==> src/rtl/rename_reg_file_if.sv <==
// Issue/commit/read-port bundle for rename_reg_file.
// The master side (rename/ROB logic) drives requests; the slave side (register file) returns operands.
interface rename_reg_file_if #(
  parameter int REG_W = 5,
  parameter int VAL_W = 32,
  parameter int TAG_W = 4
);
  logic             rdy_in;
  logic             flush;
  logic             issue_en;
  logic [REG_W-1:0] issue_rd;
  logic [TAG_W-1:0] issue_tag;
  logic             commit_en;
  logic [REG_W-1:0] commit_rd;
  logic [VAL_W-1:0] commit_res;
  logic [TAG_W-1:0] commit_lab;
  logic [REG_W-1:0] rs1;
  logic [REG_W-1:0] rs2;
  logic [VAL_W-1:0] rf_val1;
  logic [VAL_W-1:0] rf_val2;
  logic [TAG_W-1:0] rf_label1;
  logic [TAG_W-1:0] rf_label2;
  logic             rf_busy1;
  logic             rf_busy2;

  modport master (
    output rdy_in, flush, issue_en, issue_rd, issue_tag,
    output commit_en, commit_rd, commit_res, commit_lab, rs1, rs2,
    input  rf_val1, rf_val2, rf_label1, rf_label2, rf_busy1, rf_busy2
  );

  modport slave (
    input  rdy_in, flush, issue_en, issue_rd, issue_tag,
    input  commit_en, commit_rd, commit_res, commit_lab, rs1, rs2,
    output rf_val1, rf_val2, rf_label1, rf_label2, rf_busy1, rf_busy2
  );
endinterface

==> src/rtl/rename_reg_file.sv <==
// Architectural register file with per-register rename tags (busy + producer ROB tag).
// Optional macro RF_COMMIT_BYPASS_EN forwards a matching commit to the read ports in the same cycle.
module rename_reg_file #(
  parameter int NUM_REGS = 32,
  parameter int REG_W    = 5,
  parameter int VAL_W    = 32,
  parameter int TAG_W    = 4
) (
  input logic              clk,
  input logic              rst_in,
  rename_reg_file_if.slave bus
);

  localparam int PORT_W = VAL_W + TAG_W + 1;

  logic [VAL_W-1:0]    r_regs [NUM_REGS];
  logic [TAG_W-1:0]    r_tag  [NUM_REGS];
  logic [NUM_REGS-1:0] r_busy;

  logic              w_issue_fire;
  logic              w_commit_fire;
  logic              w_commit_clear;
  logic              w_hit1;
  logic              w_hit2;
  logic [PORT_W-1:0] w_port1;
  logic [PORT_W-1:0] w_port2;

  // Packs {value, busy, label} for one read port; x0 reads as idle zero, busy=0 forces label=0.
  function automatic logic [PORT_W-1:0] read_port(
    input logic [REG_W-1:0] rs,
    input logic [VAL_W-1:0] val,
    input logic             busy,
    input logic [TAG_W-1:0] tag,
    input logic             hit,
    input logic [VAL_W-1:0] res
  );
    logic [PORT_W-1:0] pkt;
    if (rs == {REG_W{1'b0}}) begin
      pkt = {PORT_W{1'b0}};
    end else if (hit) begin
      pkt = {res, 1'b0, {TAG_W{1'b0}}};
    end else if (busy) begin
      pkt = {val, 1'b1, tag};
    end else begin
      pkt = {val, 1'b0, {TAG_W{1'b0}}};
    end
    return pkt;
  endfunction

  // Qualify this cycle's issue and commit requests.
  always_comb begin
    w_issue_fire   = bus.rdy_in & bus.issue_en & ~bus.flush & (bus.issue_rd != {REG_W{1'b0}});
    w_commit_fire  = bus.rdy_in & bus.commit_en & (bus.commit_rd != {REG_W{1'b0}});
    w_commit_clear = 1'b0;
    // A stale commit tag or a same-cycle rename of the same register keeps the register busy.
    if (w_commit_fire && r_busy[bus.commit_rd] && (r_tag[bus.commit_rd] == bus.commit_lab) &&
        !(w_issue_fire && (bus.issue_rd == bus.commit_rd))) begin
      w_commit_clear = 1'b1;
    end else begin
      w_commit_clear = 1'b0;
    end
  end

  // Commit-bypass detection per read port.
  always_comb begin
    w_hit1 = 1'b0;
    w_hit2 = 1'b0;
`ifdef RF_COMMIT_BYPASS_EN
    if (w_commit_fire && (bus.commit_rd == bus.rs1) && r_busy[bus.rs1] &&
        (r_tag[bus.rs1] == bus.commit_lab)) begin
      w_hit1 = 1'b1;
    end else begin
      w_hit1 = 1'b0;
    end
    if (w_commit_fire && (bus.commit_rd == bus.rs2) && r_busy[bus.rs2] &&
        (r_tag[bus.rs2] == bus.commit_lab)) begin
      w_hit2 = 1'b1;
    end else begin
      w_hit2 = 1'b0;
    end
`else
    w_hit1 = 1'b0;
    w_hit2 = 1'b0;
`endif
  end

  // Register value, busy and tag state; rdy_in low freezes everything except reset.
  always_ff @(posedge clk) begin
    if (!rst_in) begin
      r_busy <= {NUM_REGS{1'b0}};
      for (int i = 0; i < NUM_REGS; i++) begin
        r_regs[i] <= {VAL_W{1'b0}};
        r_tag[i]  <= {TAG_W{1'b0}};
      end
    end else if (bus.rdy_in) begin
      if (w_commit_fire) begin
        r_regs[bus.commit_rd] <= bus.commit_res;
      end
      if (bus.flush) begin
        r_busy <= {NUM_REGS{1'b0}};
        for (int i = 0; i < NUM_REGS; i++) begin
          r_tag[i] <= {TAG_W{1'b0}};
        end
      end else begin
        if (w_commit_clear) begin
          r_busy[bus.commit_rd] <= 1'b0;
          r_tag[bus.commit_rd]  <= {TAG_W{1'b0}};
        end
        if (w_issue_fire) begin
          r_busy[bus.issue_rd] <= 1'b1;
          r_tag[bus.issue_rd]  <= bus.issue_tag;
        end
      end
    end
  end

  // Read ports see only registered state (plus the optional commit bypass), never this cycle's issue.
  always_comb begin
    w_port1 = read_port(bus.rs1, r_regs[bus.rs1], r_busy[bus.rs1], r_tag[bus.rs1], w_hit1, bus.commit_res);
    w_port2 = read_port(bus.rs2, r_regs[bus.rs2], r_busy[bus.rs2], r_tag[bus.rs2], w_hit2, bus.commit_res);
  end

  assign bus.rf_val1   = w_port1[PORT_W-1 -: VAL_W];
  assign bus.rf_busy1  = w_port1[TAG_W];
  assign bus.rf_label1 = w_port1[TAG_W-1:0];
  assign bus.rf_val2   = w_port2[PORT_W-1 -: VAL_W];
  assign bus.rf_busy2  = w_port2[TAG_W];
  assign bus.rf_label2 = w_port2[TAG_W-1:0];

endmodule

==> src/flat_wrapper.sv <==
// flat-port wrapper written by rule: the top's interface ports become plain ports
module rename_reg_file_flat 
#(
  parameter int NUM_REGS = 32,
  parameter int REG_W    = 5,
  parameter int VAL_W    = 32,
  parameter int TAG_W    = 4
)
  (clk, rst_in, bus_rdy_in, bus_flush, bus_issue_en, bus_issue_rd, bus_issue_tag, bus_commit_en, bus_commit_rd, bus_commit_res, bus_commit_lab, bus_rs1, bus_rs2, bus_rf_val1, bus_rf_val2, bus_rf_label1, bus_rf_label2, bus_rf_busy1, bus_rf_busy2);
  rename_reg_file_if #(.REG_W(REG_W), .VAL_W(VAL_W), .TAG_W(TAG_W)) bus_i ();
  input logic clk;
  input logic rst_in;
  input wire logic [$bits(bus_i.rdy_in)-1:0] bus_rdy_in;
  input wire logic [$bits(bus_i.flush)-1:0] bus_flush;
  input wire logic [$bits(bus_i.issue_en)-1:0] bus_issue_en;
  input wire logic [$bits(bus_i.issue_rd)-1:0] bus_issue_rd;
  input wire logic [$bits(bus_i.issue_tag)-1:0] bus_issue_tag;
  input wire logic [$bits(bus_i.commit_en)-1:0] bus_commit_en;
  input wire logic [$bits(bus_i.commit_rd)-1:0] bus_commit_rd;
  input wire logic [$bits(bus_i.commit_res)-1:0] bus_commit_res;
  input wire logic [$bits(bus_i.commit_lab)-1:0] bus_commit_lab;
  input wire logic [$bits(bus_i.rs1)-1:0] bus_rs1;
  input wire logic [$bits(bus_i.rs2)-1:0] bus_rs2;
  output wire logic [$bits(bus_i.rf_val1)-1:0] bus_rf_val1;
  output wire logic [$bits(bus_i.rf_val2)-1:0] bus_rf_val2;
  output wire logic [$bits(bus_i.rf_label1)-1:0] bus_rf_label1;
  output wire logic [$bits(bus_i.rf_label2)-1:0] bus_rf_label2;
  output wire logic [$bits(bus_i.rf_busy1)-1:0] bus_rf_busy1;
  output wire logic [$bits(bus_i.rf_busy2)-1:0] bus_rf_busy2;
  assign bus_i.rdy_in = bus_rdy_in;
  assign bus_i.flush = bus_flush;
  assign bus_i.issue_en = bus_issue_en;
  assign bus_i.issue_rd = bus_issue_rd;
  assign bus_i.issue_tag = bus_issue_tag;
  assign bus_i.commit_en = bus_commit_en;
  assign bus_i.commit_rd = bus_commit_rd;
  assign bus_i.commit_res = bus_commit_res;
  assign bus_i.commit_lab = bus_commit_lab;
  assign bus_i.rs1 = bus_rs1;
  assign bus_i.rs2 = bus_rs2;
  assign bus_rf_val1 = bus_i.rf_val1;
  assign bus_rf_val2 = bus_i.rf_val2;
  assign bus_rf_label1 = bus_i.rf_label1;
  assign bus_rf_label2 = bus_i.rf_label2;
  assign bus_rf_busy1 = bus_i.rf_busy1;
  assign bus_rf_busy2 = bus_i.rf_busy2;
  rename_reg_file #(.NUM_REGS(NUM_REGS), .REG_W(REG_W), .VAL_W(VAL_W), .TAG_W(TAG_W)) u_core (.clk(clk), .rst_in(rst_in), .bus(bus_i));
endmodule
==> config.mk <==
export PLATFORM = sky130hd
export DESIGN_NAME = rename_reg_file_flat
export DESIGN_NICKNAME = d
export VERILOG_FILES = /design/src/rtl/rename_reg_file_if.sv /design/src/rtl/rename_reg_file.sv /design/src/flat_wrapper.sv
export SDC_FILE = /design/constraint.sdc
export NUM_CORES = 2
export LEC_CHECK = 0
export BUFFER_PORTS_ARGS = -buffer_cell sky130_fd_sc_hd__buf_2
export CAP_MARGIN = 20
export CORE_ASPECT_RATIO = 1.2
export CORE_UTILIZATION = 44
export CTS_BUF_LIST = sky130_fd_sc_hd__clkbuf_8 sky130_fd_sc_hd__clkbuf_16
export DETAILED_ROUTE_END_ITERATION = 10
export SLEW_MARGIN = 25
export SYNTH_ARGS = -nofsm -noshare
export SYNTH_HDL_FRONTEND = slang
export SYNTH_SLANG_ARGS = --single-unit
==> constraint.sdc <==
create_clock -name clk -period 8.4 [get_ports clk]
set_clock_uncertainty 0.15 [all_clocks]
set_input_delay 1.26 -clock clk [delete_from_list [all_inputs] [get_ports clk]]
set_output_delay 1.26 -clock clk [all_outputs]
set_load 0.01 [all_outputs]
## Word-level counts from Yosys, hierarchy flattened

Memory sizes are Yosys's and may differ from the RTL's.
Cells that the tools add are included.

- Output and inout bits: 74
- Memories: 2
- Memory bits (writable): 1152
- Input bits: 66
- Bits in registers: 32

Memories:

| name | depth | bits a word | rd ports | clocked after memory_dff | write ports | RTL line | text |
|---|---|---|---|---|---|---|---|
| u_core.r_regs | 32 | 32 | 2 | 0 | 32 | rename_reg_file.sv:16 | `logic [VAL_W-1:0] r_regs [NUM_REGS];` |
| u_core.r_tag | 32 | 4 | 3 | 0 | 32 | rename_reg_file.sv:17 | `logic [TAG_W-1:0] r_tag [NUM_REGS];` |

- Bitwise logic cells: 41
- Equal/unequal tests: 2
- Mux-type cells: 81
- $lt $le $gt $ge: 6
- Reduce and logical (&&, ||, !) cells: 14

Operator list:

| kind | count |
|---|---|
| $mux W32 | 7 |
| $mux W4 | 34 |
| $mux W37 | 2 |
| $and A32 B32 Y32 | 1 |
| $not A32 Y32 | 1 |
| $or A1 B1 Y1 | 32 |
| $or A32 B32 Y32 | 1 |
| $reduce_or A32 Y1 | 1 |
| $mux W1 | 28 |
| $mux W5 | 5 |
| $lt A5 B6 Y1 const B | 4 |
| $bmux W1 S5 | 3 |
| $demux W1 S5 | 2 |
| $ge A5 B1 Y1 const B | 2 |
| $logic_not A5 Y1 | 2 |
| $reduce_bool A5 Y1 | 2 |
| $reduce_or A4 Y1 | 2 |
| $logic_and A1 B1 Y1 | 6 |
| $and A1 B1 Y1 | 5 |
| $eq A5 B5 Y1 | 1 |
| $eq A4 B4 Y1 | 1 |
| $logic_not A1 Y1 | 1 |
| $not A1 Y1 | 1 |

## Longest topological paths before layout

- Word-level depth: 14
- Mapped depth: 11
- Depth with buffers taken out: 7

## Worst setup path before layout

OpenSTA, ideal clock, no wires.

- Path kind: input to register
- From: input bus_commit_rd[0]
- To: memory u_core.r_regs[10][0] (enable)
- Library setup time: 0.466 ns
- Path buffers: 5
- Arrival time: 4.919 ns
- Path slack: 2.866 ns
- Stages: 9
- Cell sequence: buf_6 -> buf_6 -> buf_2 -> nor2_1 -> a21oi_1 -> nand2_1 -> clkbuf_1 -> clkbuf_1 -> o21ai_0

RTL lines:

| item | RTL line | text |
|---|---|---|
| from (decl) | flat_wrapper.sv:19 | `input wire logic [$bits(bus_i.commit_rd)-1:0] bus_commit_rd;` |
| to (decl) | rename_reg_file.sv:16 |  |

## Worst setup path after layout

- From: input bus_rs2[1]
- To: output bus_rf_val2[5]

- Word-level cells in the longest chain between the ends: 2

RTL lines:

| item | RTL line | text |
|---|---|---|
| from (decl) | flat_wrapper.sv:23 | `input wire logic [$bits(bus_i.rs2)-1:0] bus_rs2;` |
| $mem_v2 Z32 W32 or $logic_not A5 Y1 (tied branches) | -- |  |
| $mux W37 (*) | rename_reg_file.sv:38 | `if (rs == {REG_W{1'b0}}) begin` |
| to (decl) | flat_wrapper.sv:25 | `output wire logic [$bits(bus_i.rf_val2)-1:0] bus_rf_val2;` |

Mark *: on every way between the ends. The rest lies on a longest branch, timed or not.

==> results.ini <==
[hold_path]
holdPathEnd = u_core.r_busy[20]
whs_path_depth = 2
hold_start = u_core.r_busy[20]
min_path_type = flip-flop to flip-flop

[setup_path]
arrival_ns = 5.03
path_class = input pin to output port
start_kind = input pin
worstPathMaxFanout = 101
critical-path-top-delay-family = buffers and inverters
slowest_stage = buf_4
crit_path_frequent_cell = mux4_2
path_cells = buf_8, buf_4, mux4_2, mux4_2, mux2i_1, nor2_1, buf_2
r2r_start = u_core.r_tag[13][3]
crit_buf_inv = 3
r2r_cells = 7
reg2reg_slack_ns = 4.41
cpPeakStageDelay_ns = 0.96
crit_required_ns = 6.99
r2r-end = u_core.r_tag[29][1]
worstSetupEndpointType = output port

[pwr]
swShare_pct = 25.62
switching_power_mw = 3.747
p_clk_share_pct = 39.7
power_density_nw_per_um2 = 201.5
combPwrFrac_pct = 12.8
cellLeakagePower_nw = 24.69
p_seq_share_pct = 47.6
p_int_mw = 10.88
vdd_drop_max_mv = 0.2206

[timing]
setup_viol = 0
grt_setup_unrepaired = no
fmax_mhz = 155.2
fin_setup_tns_ns = 0
period_share_pct = 76.72
min_period_ns = 6.444
drv_slew = 0
worst_slew_pin_slew_ns = 1.167
slew_headroom_pct = 22.17
hold_viol = 0

[global_route]
grt_max_degree = 116
grt_pass1_vias = 40970
antenna_found_initial = 32
globalRouteTotalUtil_pct = 30.83
overflow = 0
grt_pass1_wl_um = 320000

[die]
die-area_um2 = 149900
core_area_um2 = 147000
die_w_um = 353.6
die_h_um = 423.9
initial_core_util_pct = 44.40
io_pins = 140
rows = 154

[synth]
yosysUniqueCellTypes = 60
synth_xor_area_share_pct = 0.09201
synthCells = 4183
synth_flop_cell = edfxtp_1
ys_ff_latch = 1184
synth-simple-area-share_pct = 13.26
synth_top_family_by_area = multiplexers
ys_warn_count = 0
synth.cell_area_um2 = 65280
synthAdderAreaFrac_pct = 0
synth_compound_area_share_pct = 1.848
synth_edf_count = 1152
yosys-mux-area-fraction_pct = 27.96
seq_area_frac_synth_pct = 53.98
synthArstFlopShare_pct = 0
syn_avg_cell_area_um2 = 15.60

[clock_tree]
clkLatencyLatePin_ns = 0.79
root_buffer = clkbuf_16
cts.path.max_buffers = 3
cts_setup_buffers = 0
numCtsBuffers = 131
cts_resized = 0
clk_pin_slew_ns = 0.06
cts_sinks = 1184
hold_buffers = 0
cts_tree = yes
cts_max_level = 4

[placement]
io_buffers = 139
dp_hpwl_um = 132200
placed_cells = 5963
gp_congestion = 0.9359

[finish]
layout.nets = 4212
finalNonFillerCells = 6218
final_util_pct = 49.37
drive_gt1_share_pct = 30.07
area_growth_pct = 11.19

[route]
wl_per_cell_um = 36.96
first_pass_iters = 6
postRouteAntennaNets = 0
vias = 41260
drt-initial-drc-count = 6398
routed_wl_um = 229800
drc = 0
vias_per_cell = 6.635

[status]
outcome = finished clean

[job]
drv_cap = 0

state kept, by name (all words and copies together) (netlist names):
signal	count
u_core.r_busy	32
u_core.r_regs	1024
u_core.r_tag	128
logic make-up (layout without fill, tap and decap cells):
group,count (synthesis),in the layout
AO/OA/AOI/OAI,182,182
AND/OR/NAND/NOR,1475,1475
buffers and inverters,457,486
flip-flops,1184,1184
other,1,57
multiplexers,878,878
XOR/XNOR,6,6
cells in the final DEF, fill, tap and decap left out, types with 8 or more instances in the layout:
cell type,netlist,final
nand3_1,8,8
bufinv_16,0,11
clkinv_2,0,25
and3_1,55,55
conb_1,1,36
and2_1,1037,1036
nor2_4,1,31
inv_6,0,9
a22oi_1,24,24
nand2_1,87,86
o22ai_1,31,31
buf_4,4,100
o21ai_0,59,32
clkbuf_16,0,136
mux2i_1,120,120
diode_2,0,21
buf_2,71,127
o21ai_4,0,27
clkinv_1,0,25
dfxtp_1,32,32
a31o_1,27,27
nor2_1,174,152
buf_12,0,8
edfxtp_1,1152,1152
inv_1,4,26
o21ai_1,12,12
nor3_1,36,36
mux4_2,756,756
cell usage after synthesis (all sizes together), types with 9 or more instances:
library cell | count | share of area (%)
and2 | 1038 | 9.9
and3 | 55 | 0.53
mux4 | 756 | 26
nor2 | 185 | 1.1
o22ai | 31 | 0.30
dfxtp | 32 | 0.98
nand2 | 87 | 0.50
clkbuf | 329 | 1.9
a22oi | 24 | 0.28
nor3 | 40 | 0.34
mux2i | 120 | 1.8
o21ai | 71 | 0.54
a31o | 27 | 0.36
edfxtp | 1152 | 53
nand3 | 9 | 0.088
buf | 123 | 0.94
nand2b | 10 | 0.096
through the flow:
stage          worst slack [ns]  cell area [um2]  power (mW)  hold WS (ns)
2_1_floorplan             2.866            65410       8.204        0.3017
3_3_place_gp              1.891            68230       8.900        0.3213
3_5_place_dp              1.975            68310       8.928        0.3333
4_1_cts                   1.977            72510       14.64        0.3417
5_1_grt                   2.017            72560       14.95        0.3601
6_report                  1.956            72580       14.62        0.3432
routing by layer:
metal  share of wire [%]  global-route usage (%)  vias up  wire, um
met4                 6.7                   18.40        4     15330
li1                    -                       -    16250         -
met2                  47                   48.85     2680    108800
met5              0.0091                       0        -        21
met3                 9.4                   5.114      627     21670
met1                  37                   40.05    21700     84000
worst max-delay path by stage:
stage,from,endpoint,slack [ns],cells past startpoint
3_3_place_gp,bus_rs2[1],bus_rf_val2[5],1.89,7
3_5_place_dp,bus_rs2[1],bus_rf_val2[5],1.97,7
4_1_cts,bus_rs2[1],bus_rf_val2[5],1.98,7
5_1_grt,bus_rs2[1],bus_rf_val2[5],2.02,7
6_report,bus_rs2[1],bus_rf_val2[5],1.96,7
2_1_floorplan,bus_commit_rd[0],u_core.r_regs[10][0],2.87,9
tightest hold or removal path: cells and delay by family (launching register included):
| kind | cells | cell delay (ns) |
|---|---|---|
| compound gates | 1 | 0.05 |
| flops | 1 | 0.34 |
| simple gates | 1 | 0.07 |
area by class of cell:
cell class / instances / area [um2]
clock inverters: 98 / 793.3
clock buffers: 136 / 3403
flip-flops and latches: 1184 / 35230
diodes: 21 / 52.55
multi-input cells: 2577 / 28890
well taps: 1950 / 2440
fillers: 12250 / 74440
repair buffers: 247 / 1745
inverters: 5 / 20.02
power groups by stage:
stage | clock (mW) | combinational [mW] | sequential [mW]
2_1_floorplan | 0 | 1.18 | 7.02
3_3_place_gp | 0 | 1.85 | 7.06
3_5_place_dp | 0 | 1.85 | 7.07
4_1_cts | 5.84 | 1.86 | 6.95
5_1_grt | 6.04 | 1.92 | 6.99
6_report | 5.80 | 1.87 | 6.96
No activity file was read; power rests on OpenSTA's default activity.
